===== src/rtl/stopwatch_pkg.sv =====
// Shared types and constants for the stopwatch block.
package stopwatch_pkg;

  typedef enum logic [1:0] {
    ST_IDLE    = 2'b00,
    ST_RUNNING = 2'b01,
    ST_PAUSED  = 2'b10
  } status_e;

  localparam int unsigned MIN_W = 8;
  localparam int unsigned SEC_W = 6;

  localparam logic [SEC_W-1:0] SEC_MAX = 6'd59;
  localparam logic [MIN_W-1:0] MIN_MAX = 8'd255;

  // Prescaler width: clog2(n), never less than one bit.
  function automatic int unsigned cnt_width(input int unsigned n);
    return (n <= 2) ? 1 : $clog2(n);
  endfunction

endpackage


===== src/rtl/stopwatch_tick_gen.sv =====
// Divides the clock down to a one-cycle tick every TICKS_PER_SEC enabled cycles.
// tick is asserted combinationally on the edge the prescaler wraps, so the
// time counters advance on that same edge.
module stopwatch_tick_gen
  import stopwatch_pkg::*;
#(
  parameter int unsigned TICKS_PER_SEC = 10
) (
  input  logic clk,
  input  logic rst_n,
  input  logic clr,
  input  logic en,
  output logic tick
);

  localparam int unsigned CntW = cnt_width(TICKS_PER_SEC);
  localparam logic [CntW-1:0] CntMax = CntW'(TICKS_PER_SEC - 1);

  logic [CntW-1:0] cnt_q;

  assign tick = en & ~clr & (cnt_q == CntMax);

  // Prescaler: clear wins over enable, holds when not enabled.
  always_ff @(posedge clk or negedge rst_n) begin
    if (!rst_n) begin
      cnt_q <= '0;
    end else if (clr) begin
      cnt_q <= '0;
    end else if (en) begin
      cnt_q <= (cnt_q == CntMax) ? '0 : cnt_q + 1'b1;
    end
  end

endmodule


===== src/rtl/stopwatch.sv =====
// Minutes:seconds stopwatch with start/stop/reset controls and IDLE/RUNNING/PAUSED status.
// Optional build macro STOPWATCH_SATURATE_EN: stop at 255:59 and pause instead of wrapping.
module stopwatch
  import stopwatch_pkg::*;
#(
  parameter int unsigned TICKS_PER_SEC = 10
) (
  input  logic             clk,
  input  logic             rst_n,
  input  logic             start,
  input  logic             stop,
  input  logic             reset,
  output logic [MIN_W-1:0] minutes,
  output logic [SEC_W-1:0] seconds,
  output logic [1:0]       status
);

  status_e          state_q;
  logic [MIN_W-1:0] min_q;
  logic [SEC_W-1:0] sec_q;
  logic             tick;
  logic             run_en;
  logic             tick_clr;
  logic             resume_ok;

`ifdef STOPWATCH_SATURATE_EN
  logic at_max;
  assign at_max    = (min_q == MIN_MAX) && (sec_q == SEC_MAX);
  // Once saturated only reset can leave 255:59.
  assign resume_ok = start & ~stop & ~at_max;
`else
  assign resume_ok = start & ~stop;
`endif

  // A stop or reset on the same edge suppresses counting.
  assign run_en   = (state_q == ST_RUNNING) & ~stop & ~reset;
  assign tick_clr = reset | ((state_q == ST_IDLE) & start & ~stop);

  stopwatch_tick_gen #(
    .TICKS_PER_SEC(TICKS_PER_SEC)
  ) u_tick_gen (
    .clk  (clk),
    .rst_n(rst_n),
    .clr  (tick_clr),
    .en   (run_en),
    .tick (tick)
  );

  // Control FSM: reset > stop > start.
  always_ff @(posedge clk or negedge rst_n) begin
    if (!rst_n) begin
      state_q <= ST_IDLE;
    end else if (reset) begin
      state_q <= ST_IDLE;
    end else begin
      unique case (state_q)
        ST_IDLE: begin
          if (start && !stop) state_q <= ST_RUNNING;
        end
        ST_RUNNING: begin
          if (stop) begin
            state_q <= ST_PAUSED;
`ifdef STOPWATCH_SATURATE_EN
          end else if (tick && at_max) begin
            state_q <= ST_PAUSED;
`endif
          end
        end
        ST_PAUSED: begin
          if (resume_ok) state_q <= ST_RUNNING;
        end
        default: state_q <= ST_IDLE;
      endcase
    end
  end

  // Time counters: seconds roll over into minutes; minutes wrap or saturate.
  always_ff @(posedge clk or negedge rst_n) begin
    if (!rst_n) begin
      min_q <= '0;
      sec_q <= '0;
    end else if (reset) begin
      min_q <= '0;
      sec_q <= '0;
    end else if (tick) begin
      if (sec_q == SEC_MAX) begin
`ifdef STOPWATCH_SATURATE_EN
        if (!at_max) begin
          sec_q <= '0;
          min_q <= min_q + 1'b1;
        end
`else
        sec_q <= '0;
        min_q <= min_q + 1'b1;
`endif
      end else begin
        sec_q <= sec_q + 1'b1;
      end
    end
  end

  assign minutes = min_q;
  assign seconds = sec_q;
  assign status  = state_q;

endmodule


===== config.mk =====
export PLATFORM = sky130hd
export DESIGN_NAME = stopwatch
export DESIGN_NICKNAME = d
export VERILOG_FILES = /design/src/rtl/stopwatch_pkg.sv /design/src/rtl/stopwatch_tick_gen.sv /design/src/rtl/stopwatch.sv
export SDC_FILE = /design/constraint.sdc
export NUM_CORES = 1
export LEC_CHECK = 0
export CAP_MARGIN = 20
export CORE_MARGIN = 4
export CORE_UTILIZATION = 50
export CTS_CLUSTER_SIZE = 30
export DETAILED_ROUTE_END_ITERATION = 10
export PLACE_DENSITY = 0.77
export SLEW_MARGIN = 15
export SYNTH_ARGS = -nofsm -noshare
export SYNTH_HDL_FRONTEND = slang
export SYNTH_SLANG_ARGS = --single-unit

===== constraint.sdc =====
create_clock -name clk -period 2 [get_ports clk]
set_input_delay 0.6 -clock clk [delete_from_list [all_inputs] [get_ports clk]]
set_output_delay 0.6 -clock clk [all_outputs]
set_load 0.01 [all_outputs]

==> impl_metrics.prom <==
# TYPE chip_impl_metric gauge
chip_impl_info{name="run_status",value="finished, final reports clean"} 1
chip_impl_metric{name="synth.lib_cells_used.distinct",unit=""} 36
chip_impl_metric{name="worst-slew-pin-transition",unit="ns"} 0.336
chip_impl_metric{name="cts.hold.buffers_added",unit=""} 0
chip_impl_metric{name="post-dp-hpwl",unit="mm"} 1.88
chip_impl_info{name="grt_setup_unrepaired",value="false"} 1
chip_impl_metric{name="clock_power_share",unit="%"} 32.8
chip_impl_metric{name="combinationalPowerShare",unit="%"} 8.2
chip_impl_metric{name="detail_route.drc_violations",unit=""} 0
chip_impl_metric{name="asyncSetResetFlopFracSynth",unit="%"} 100
chip_impl_metric{name="chipWidth",unit="um"} 55.0
chip_impl_info{name="timing.critical_path.from",value="status[1]"} 1
chip_impl_metric{name="final_net_count",unit=""} 153
chip_impl_metric{name="final.setup.tns",unit="ns"} 0
chip_impl_metric{name="min_period_over_period",unit="%"} 96.6
chip_impl_metric{name="die_height",unit="um"} 55.0
chip_impl_info{name="ws_path_type",value="register to output pin"} 1
chip_impl_metric{name="period_needed",unit="ns"} 1.93
chip_impl_metric{name="max_cap_viols",unit=""} 0
chip_impl_metric{name="floorplan.core_area",unit="mm^2"} 0.00202
chip_impl_info{name="post_synth_main_area_contributors",value="sky130_fd_sc_hd__dfrtp_1 45%, sky130_fd_sc_hd__nand2_1 6.8%, sky130_fd_sc_hd__mux2i_1 5.4%, sky130_fd_sc_hd__ha_1 4.5%, sky130_fd_sc_hd__o21ai_0 4.1%"} 1
chip_impl_metric{name="floorplan.initialDensity",unit="%"} 54.6
chip_impl_info{name="hold_path_class",value="register to register"} 1
chip_impl_metric{name="power.density_cell_area",unit="mW/mm^2"} 491
chip_impl_metric{name="grt_overflow",unit=""} 0
chip_impl_info{name="timing.rr.start",value="u_tick_gen.cnt_q[0]"} 1
chip_impl_metric{name="finalMaxSlewViolations",unit=""} 0
chip_impl_metric{name="skew",unit="ns"} 0.00403
chip_impl_metric{name="antenna_cells",unit=""} 0
chip_impl_metric{name="via_count",unit=""} 1000
chip_impl_metric{name="ioPinCount",unit=""} 21
chip_impl_info{name="cp_cell_sequence",value="clkdlybuf4s50_1"} 1
chip_impl_metric{name="p_leak",unit="nW"} 0.625
chip_impl_metric{name="place_ws",unit="ns"} -0.407
chip_impl_metric{name="report.final.hold_viol_count",unit=""} 0
chip_impl_metric{name="max_stage_delay",unit="ns"} 0.57
chip_impl_metric{name="cts_buffers",unit=""} 3
chip_impl_metric{name="whs",unit="ns"} 0.522
chip_impl_metric{name="antenna_found_initial",unit=""} 0
chip_impl_metric{name="critical_path_arrival",unit="ns"} 1.33
chip_impl_metric{name="ctsHtreeMaxLevel",unit=""} 1
chip_impl_metric{name="drt-vias-per-instance",unit=""} 5.88
chip_impl_metric{name="irDropWorstVdd",unit="mV"} 0.289
chip_impl_metric{name="drt_wl_total",unit="mm"} 2.44
chip_impl_metric{name="routabilityCongestion",unit=""} 0.789
chip_impl_metric{name="clkSlewWorstSetupHoldPaths",unit="ns"} 0.11
chip_impl_metric{name="route.detailed.wl_per_inst",unit="um"} 14.3
chip_impl_metric{name="placed_area",unit="mm^2"} 0.00140
chip_impl_metric{name="netlist_instances",unit=""} 111
chip_impl_metric{name="max-slew-margin-rel",unit="%"} 77.5
chip_impl_metric{name="critPathRequiredTime",unit="ns"} 1.40
chip_impl_metric{name="setup_violation_total_in_the_final_timing_report",unit=""} 0
chip_impl_metric{name="yosysTopAreaCellShare",unit="%"} 45.3
chip_impl_metric{name="overall_fraction_of_global_route_tracks_in_use",unit="%"} 19.7
chip_impl_metric{name="syn2layout_area_growth",unit="%"} 30.1
chip_impl_metric{name="fill_cells",unit=""} 166
chip_impl_metric{name="fmax",unit="MHz"} 517
chip_impl_metric{name="grt_pass1_wl",unit="mm"} 4.28
chip_impl_metric{name="synthesis.area_per_instance",unit="um^2"} 9.95
chip_impl_metric{name="final-seq-area",unit="um^2"} 505
chip_impl_metric{name="seqPwrFrac",unit="%"} 59.0
chip_impl_metric{name="syn_area",unit="mm^2"} 0.00110
chip_impl_info{name="cts_tree",value="built"} 1
chip_impl_metric{name="power.internal",unit="W"} 0.000547
chip_impl_metric{name="drt_pre_antenna_iters",unit=""} 4
chip_impl_metric{name="clock_sink_count",unit=""} 20
chip_impl_metric{name="synthesis.yosys.warnings",unit=""} 0
chip_impl_metric{name="worst-path-max-fanout",unit=""} 7
chip_impl_info{name="netlist_top_cells_count",value="20 x sky130_fd_sc_hd__dfrtp_1, 20 x sky130_fd_sc_hd__nand2_1, 9 x sky130_fd_sc_hd__o21ai_0"} 1
chip_impl_metric{name="final_antenna_net_count",unit=""} 0
chip_impl_metric{name="synthesis.nets",unit=""} 120
chip_impl_info{name="netlist.top_cell.by_area",value="sky130_fd_sc_hd__dfrtp_1"} 1
chip_impl_metric{name="setup_slack",unit="ns"} 0.0676
chip_impl_metric{name="p_sw_share",unit="%"} 22.5
chip_impl_metric{name="via_count_of_the_first_global_routing_pass",unit=""} 976
chip_impl_metric{name="die_area",unit="mm^2"} 0.00303
chip_impl_metric{name="ys_seq_area_share",unit="%"} 45.3
chip_impl_metric{name="place.port_buffers",unit=""} 20
chip_impl_info{name="critical-path-slowest-cell",value="sky130_fd_sc_hd__clkdlybuf4s50_1"} 1
chip_impl_metric{name="grt_max_degree",unit=""} 21
chip_impl_metric{name="worst-path-buf-inv",unit=""} 1
chip_impl_metric{name="clock_tree.buffer_depth",unit=""} 2
chip_impl_metric{name="synth_seq_cells",unit=""} 20
chip_impl_metric{name="multiInputGateArea",unit="um^2"} 574
chip_impl_metric{name="row_count",unit=""} 16
chip_impl_metric{name="clock_latency_of_the_later_clocked_register_in_the_worst_skew_pair",unit="ns"} 0.29
chip_impl_info{name="hold_start",value="minutes[5]"} 1
chip_impl_metric{name="drt_first_iter_violations",unit=""} 25
chip_impl_info{name="critPathCaptureType",value="output pin"} 1
chip_impl_info{name="timing.critical_path.from_type",value="register"} 1
chip_impl_info{name="synth-main-ff-cell",value="sky130_fd_sc_hd__dfrtp_1"} 1
chip_impl_info{name="path_delay_family",value="buffers and inverters"} 1
chip_impl_metric{name="number_of_enable_type_register_cells_in_the_synthesized_netlist",unit=""} 0
chip_impl_metric{name="p_sw",unit="W"} 0.000159
chip_impl_metric{name="drive_gt1_share",unit="%"} 16.8
chip_impl_metric{name="final_design_area_no_fill",unit="mm^2"} 0.00144
chip_impl_info{name="cts.root.buffer_cell",value="sky130_fd_sc_hd__clkbuf_4"} 1
[metal layers]
metal | global-route usage, % | part of all wire [%] | vias to the layer above
met4 | 4.86 | 0.49 | 0
met5 | 0 | 0 | -
met3 | 3.22 | 3.3 | 2
met1 | 24.6 | 45 | 506
met2 | 35.2 | 51 | 17
li1 | - | - | 475
[cell families (layout without fill, tap and decap cells)]
family | count (synthesis) | in the layout | synth area share, %
compound gates | 22 | 22 | 13.1
xor+xnor | 2 | 2 | 1.59
fa+ha+maj | 4 | 4 | 4.53
buf+inv | 6 | 38 | 2.72
flops | 20 | 20 | 45.3
mux | 7 | 7 | 6.46
simple gates | 50 | 50 | 26.3
[path summary, 6_finish.rpt]
path                              endpoint  slack (ns)  cells after the start
worst max-delay path             status[1]        0.07                      1
worst min-delay path            minutes[5]        0.52                      1
worst max register to register  minutes[6]        0.17                      6
worst min register to register  minutes[5]        0.52                      1
max in group asynchronous       minutes[2]        1.14                      2
min in group asynchronous       minutes[6]        0.64                      2
[power by group through the flow]
stage | Clock, W | Combinational (W) | Sequential [W]
CTS | 0.000239 | 0.0000590 | 0.000416
detailed placement | 0 | 0.0000603 | 0.000424
global placement | 0 | 0.0000588 | 0.000424
floorplan | 0 | 0.0000219 | 0.000424
finish | 0.000232 | 0.0000582 | 0.000416
global route | 0.000265 | 0.0000654 | 0.000418
[area by class of cell]
class | instances | area share [%]
clock buffers | 4 | 2.52
well taps | 27 | 2.35
inverters | 4 | 1.04
multi-input cells | 85 | 39.9
repair buffers | 30 | 19.0
flip-flops and latches | 20 | 35.2
[per-stage QoR]
stage / std cells / total power, W / utilization, %
floorplan: 111 / 0.000446 / -
global placement: 166 / 0.000482 / 69.2
detailed placement: 166 / 0.000484 / 69.2
CTS: 170 / 0.000714 / 70.9
global route: 170 / 0.000748 / 71.1
finish: 170 / 0.000706 / 71.1
[placed cells by master, fill, tap and decap left out, drive strengths merged, types with 3 or more instances in the layout]
master / instances
clkdlybuf4s50: 18
nand2: 20
ha: 4
nand4: 5
o21ai: 9
a21oi: 3
mux2i: 6
buf: 10
nand3: 4
clkbuf: 4
inv: 3
nor2: 5
nor3: 5
dfrtp: 20
[state kept, by name, indices dropped and copies added, names as in the netlist]
signal	flops
status	2
seconds	6
minutes	8
u_tick_gen.cnt_q	4
[timing repair]
action                     CTS  global route
gates resized for setup      4             3
hold endpoints to repair     0             0
setup buffers                0             0
pin swaps                    1             1
setup endpoints to repair    9             4
(Power assumes the default switching activity.)
